### src/rtl/u41_norm_seq.sv
// Finds the NPN-style input-permutation canonical form of a 4-input truth table.
// One candidate permutation is evaluated per clock through a shared permute unit and comparator.
module u41_norm_seq (
    input  logic        clk,
    input  logic        rst,
    input  logic        in_valid,
    output logic        in_ready,
    input  logic [15:0] func,
    output logic        out_valid,
    input  logic        out_ready,
    output logic [15:0] norm,
    output logic [7:0]  perm,
    output logic        busy
);

    typedef enum logic [1:0] {IDLE, SCAN, DONE} state_t;

    state_t      state;
    logic [4:0]  idx;
    logic [15:0] func_q;
    logic [15:0] best;
    logic [7:0]  best_perm;
    logic [7:0]  cur_perm;
    logic [15:0] cand;
    logic        take;

    // Lexicographic list of the 24 permutations, f0 in the top field.
    function automatic logic [7:0] perm_at(input logic [4:0] k);
        logic [7:0] p;
        case (k)
            5'd0:  p = 8'h1B;  5'd1:  p = 8'h1E;  5'd2:  p = 8'h27;  5'd3:  p = 8'h2D;
            5'd4:  p = 8'h36;  5'd5:  p = 8'h39;  5'd6:  p = 8'h4B;  5'd7:  p = 8'h4E;
            5'd8:  p = 8'h63;  5'd9:  p = 8'h6C;  5'd10: p = 8'h72;  5'd11: p = 8'h78;
            5'd12: p = 8'h87;  5'd13: p = 8'h8D;  5'd14: p = 8'h93;  5'd15: p = 8'h9C;
            5'd16: p = 8'hB1;  5'd17: p = 8'hB4;  5'd18: p = 8'hC6;  5'd19: p = 8'hC9;
            5'd20: p = 8'hD2;  5'd21: p = 8'hD8;  5'd22: p = 8'hE1;  5'd23: p = 8'hE4;
            default: p = 8'h1B;
        endcase
        return p;
    endfunction

    // Output bit i reads the source row whose bit f_t carries input bit t.
    function automatic logic [15:0] permute(input logic [15:0] f, input logic [7:0] p);
        logic [15:0] r;
        logic [3:0]  src;
        logic [3:0]  row;
        r = '0;
        for (int i = 0; i < 16; i++) begin
            row = 4'(i);
            src = '0;
            for (int t = 0; t < 4; t++) begin
                src[p[7-2*t -: 2]] = row[t];
            end
            r[i] = f[src];
        end
        return r;
    endfunction

    always_comb begin
        cur_perm = perm_at(idx);
        cand     = permute(func_q, cur_perm);
        take     = (idx == 5'd0) || (cand < best);
    end

    assign in_ready = (state == IDLE) && !rst;

    // Strict less-than keeps the earliest permutation on ties; result registers load only on the final scan edge.
    always_ff @(posedge clk or posedge rst) begin
        if (rst) begin
            state     <= IDLE;
            idx       <= '0;
            func_q    <= '0;
            best      <= '0;
            best_perm <= '0;
            norm      <= '0;
            perm      <= '0;
            out_valid <= 1'b0;
            busy      <= 1'b0;
        end else begin
            case (state)
                IDLE: begin
                    if (in_valid) begin
                        func_q <= func;
                        idx    <= '0;
                        busy   <= 1'b1;
                        state  <= SCAN;
                    end
                end
                SCAN: begin
                    if (take) begin
                        best      <= cand;
                        best_perm <= cur_perm;
                    end
                    idx <= idx + 5'd1;
                    if (idx == 5'd23) begin
                        norm      <= take ? cand : best;
                        perm      <= take ? cur_perm : best_perm;
                        out_valid <= 1'b1;
                        state     <= DONE;
                    end
                end
                DONE: begin
                    if (out_ready) begin
                        out_valid <= 1'b0;
                        busy      <= 1'b0;
                        state     <= IDLE;
                    end
                end
                default: state <= IDLE;
            endcase
        end
    end

endmodule
### config.mk
export PLATFORM = sky130hd
export DESIGN_NAME = u41_norm_seq
export DESIGN_NICKNAME = d
export VERILOG_FILES = /design/src/rtl/u41_norm_seq.sv
export SDC_FILE = /design/constraint.sdc
export NUM_CORES = 1
export LEC_CHECK = 0
export BUFFER_PORTS_ARGS = -buffer_cell sky130_fd_sc_hd__clkbuf_2
export CELL_PAD_IN_SITES_DETAIL_PLACEMENT = 0
export CELL_PAD_IN_SITES_GLOBAL_PLACEMENT = 1
export CORE_MARGIN = 4
export CORE_UTILIZATION = 43
export DETAILED_ROUTE_END_ITERATION = 10
export GPL_ROUTABILITY_DRIVEN = 0
export PLACE_DENSITY = 0.8
export SKIP_LAST_GASP = 1
export SLEW_MARGIN = 20
export SYNTH_ARGS = -nofsm -noshare
export SYNTH_HDL_FRONTEND = slang
export SYNTH_SLANG_ARGS = --single-unit
### constraint.sdc
create_clock -name clk -period 14.45 [get_ports clk]
set_input_delay 2.89 -clock clk [delete_from_list [all_inputs] [get_ports clk]]
set_output_delay 2.89 -clock clk [all_outputs]
set_load 0.05 [all_outputs]
==> flow_summary.ini <==
[sta]
worst_pin_slew_ns = 1.151
setup_viol = 0
post-route-period-util_pct = 46.26
setup_tns_ns = 0
fin_skew_ns = 0.009861
slew_headroom_pct = 22.97
fin_ws_ns = 7.765
min_period_ns = 6.685
hold_violations = 0
fin_hold_ws_ns = 0.4744
rsz0062_at_grt = no
finalMaxSlewViolations = 0
max_freq_ghz = 0.1496

[synthesis]
syn-num-nets = 921
synth_top_cell_by_area = dfrtp_1
synth-seq-area-share_pct = 24.92
synthDistinctLibCells = 98
synthFlopType = dfrtp_1
synthArstFlopShare_pct = 100.0
synth_edf_count = 0
ys_ff_latch = 73
syn_inst = 875
syn_area_mm2 = 0.007330
synth_top_area_share_pct = 24.92
syn_area_per_cell_um2 = 8.377
yosysWarnings = 0
synth_area_leaders = dfrtp_1 25%, mux2i_1 8.3%, mux2_2 5.1%

[cts]
cts_resized = 0
clkLatencyLatePin_ns = 0.35
cts_root_buf = clkbuf_16
numCtsBuffers = 9
cts_tree = built
cts_setup_buffers = 0
clk_pin_slew_worst_paths_ns = 0.06
h-tree-depth = 3
cts_sinks = 73
hold_buffers = 0
clockBufferDepth = 2

[critical_path]
required_ns = 14.66
end_kind = flip-flop
crit_type = flip-flop to flip-flop
crit_fanout = 32
worstPathArrival_ns = 6.90
reg2reg_from = idx[3]
worst_setup_path_start_kind = flip-flop
crit_start = idx[3]

[grt]
grt_pass1_vias = 6962
grt_use_total_pct = 25.23
grt_pass1_wl_um = 38830
grt_max_degree = 74
grt-ovfl-total = 0
antenna_found_initial = 0

[routing]
drcViolationCount = 0
finalWirelength_um = 24600
num_vias = 7240
drtPass1Iterations = 5
ant_nets = 0
post_drt_wl_per_cell_um = 22.34
first_iter_violations = 842
vias_per_cell = 6.576

[layout]
syn2layout_area_growth_pct = 8.365
fin_nets = 922
final_area_mm2 = 0.007943
diodes = 0
drive_gt1_share_pct = 19.07

[floorplan]
die-height_um = 138.6
initial_core_util_pct = 44.04
ios = 47
dieWidth_um = 138.6
die_area_mm2 = 0.01920
core_mm2 = 0.01664
num_rows = 47

[place]
dp_hpwl_um = 16560
portBuffers = 46
placed_cell_area_mm2 = 0.007599
place_ws_ns = 7.862

[run]
maxCapViolCount = 0

[status]
status = finished, final reports clean

[hold_path]
min_from = perm[2]
hold_path_class = flip-flop to flip-flop
==> per-stage QoR <==
step / utilization [%] / instances
after floorplan: - / 875
final: 47.73 / 1101
after detailed placement: 45.66 / 1085
after global routing: 47.73 / 1101
after CTS: 47.73 / 1101
after global placement: 45.66 / 1085
==> synthesized netlist by cell type (all sizes together) (26+ instances only) <==
master  instances
mux2i          61
buf            32
nand3          29
nand2          98
nor2           60
a21oi          74
inv            33
clkbuf         36
mux2           40
o21ai          64
ha             26
dfrtp          73
==> cells in the final DEF (no fill, tap or decap), types with 12 or more instances in the layout <==
master and instances:
nand2_1 96, dfrtp_1 73, a21oi_1 72, mux2i_1 61, nor2_1 56, clkbuf_2 46
o21ai_0 44, mux2_2 33, inv_1 32, nand3_1 27, ha_1 26, nor3_1 23
o22ai_1 18, o21ai_1 16, o211ai_1 12, nand2b_1 12, buf_4 12
==> cells by family (layout without fill, tap and decap cells) <==
group | after synthesis | count (layout) | share of synthesized area, %
mux | 108 | 108 | 16.83
buf+inv | 101 | 107 | 6.316
simple gates | 269 | 269 | 17.70
flops | 73 | 73 | 24.92
fa+ha+maj | 26 | 26 | 4.438
compound gates | 298 | 298 | 29.79
==> state kept, by name, summed over array words and instances (netlist names) <==
name       flops
best          16
func_q        16
norm          16
best_perm      8
perm           8
idx            5
state          2
busy           1
out_valid      1
==> per-layer routing <==
| metal | GRT usage, % | routed length, um |
|---|---|---|
| met2 | 38.80 | 10910 |
| met5 | 0 | 0 |
| met1 | 33.70 | 10420 |
| met3 | 5.690 | 2279 |
| met4 | 12.01 | 987 |
==> final timing paths <==
| path | slack [ns] | cells past startpoint | end |
|---|---|---|---|
| max reg2reg | 7.76 | 17 | norm[14] |
| min in group asynchronous | 2.82 | 3 | idx[1] |
| max | 7.76 | 17 | norm[14] |
| max in group asynchronous | 11.00 | 3 | best[3] |
| min | 0.47 | 2 | perm[2] |
| min reg2reg | 0.47 | 2 | perm[2] |
==> worst max-delay path: stages (launching register included) <==
cell	delay [ns]
dfrtp_1	0.89
nor2b_1	0.39
and2_2	0.33
nor2_4	0.69
nand2_1	0.45
o21ai_1	0.34
mux2_2	0.38
o221ai_1	0.18
a31oi_1	0.27
ha_1	0.38
nand4_1	0.15
nor2_1	0.13
nand3_1	0.08
o211a_1	0.20
o21ai_0	0.50
nand2_1	0.60
nand2_1	0.42
o211ai_1	0.13
==> layout make-up <==
cell class | count | area (um2)
clock buffer | 10 | 229.0
clock inverter | 6 | 115.1
fill | 1636 | 8700
inverter | 33 | 125.1
multi-input combinational | 701 | 5051
sequential | 73 | 1827
tap | 220 | 275.3
timing repair buffer | 58 | 320.3
Power is not shown: default switching activity piles up to over one toggle a cycle in this logic, so the estimate is an artifact.
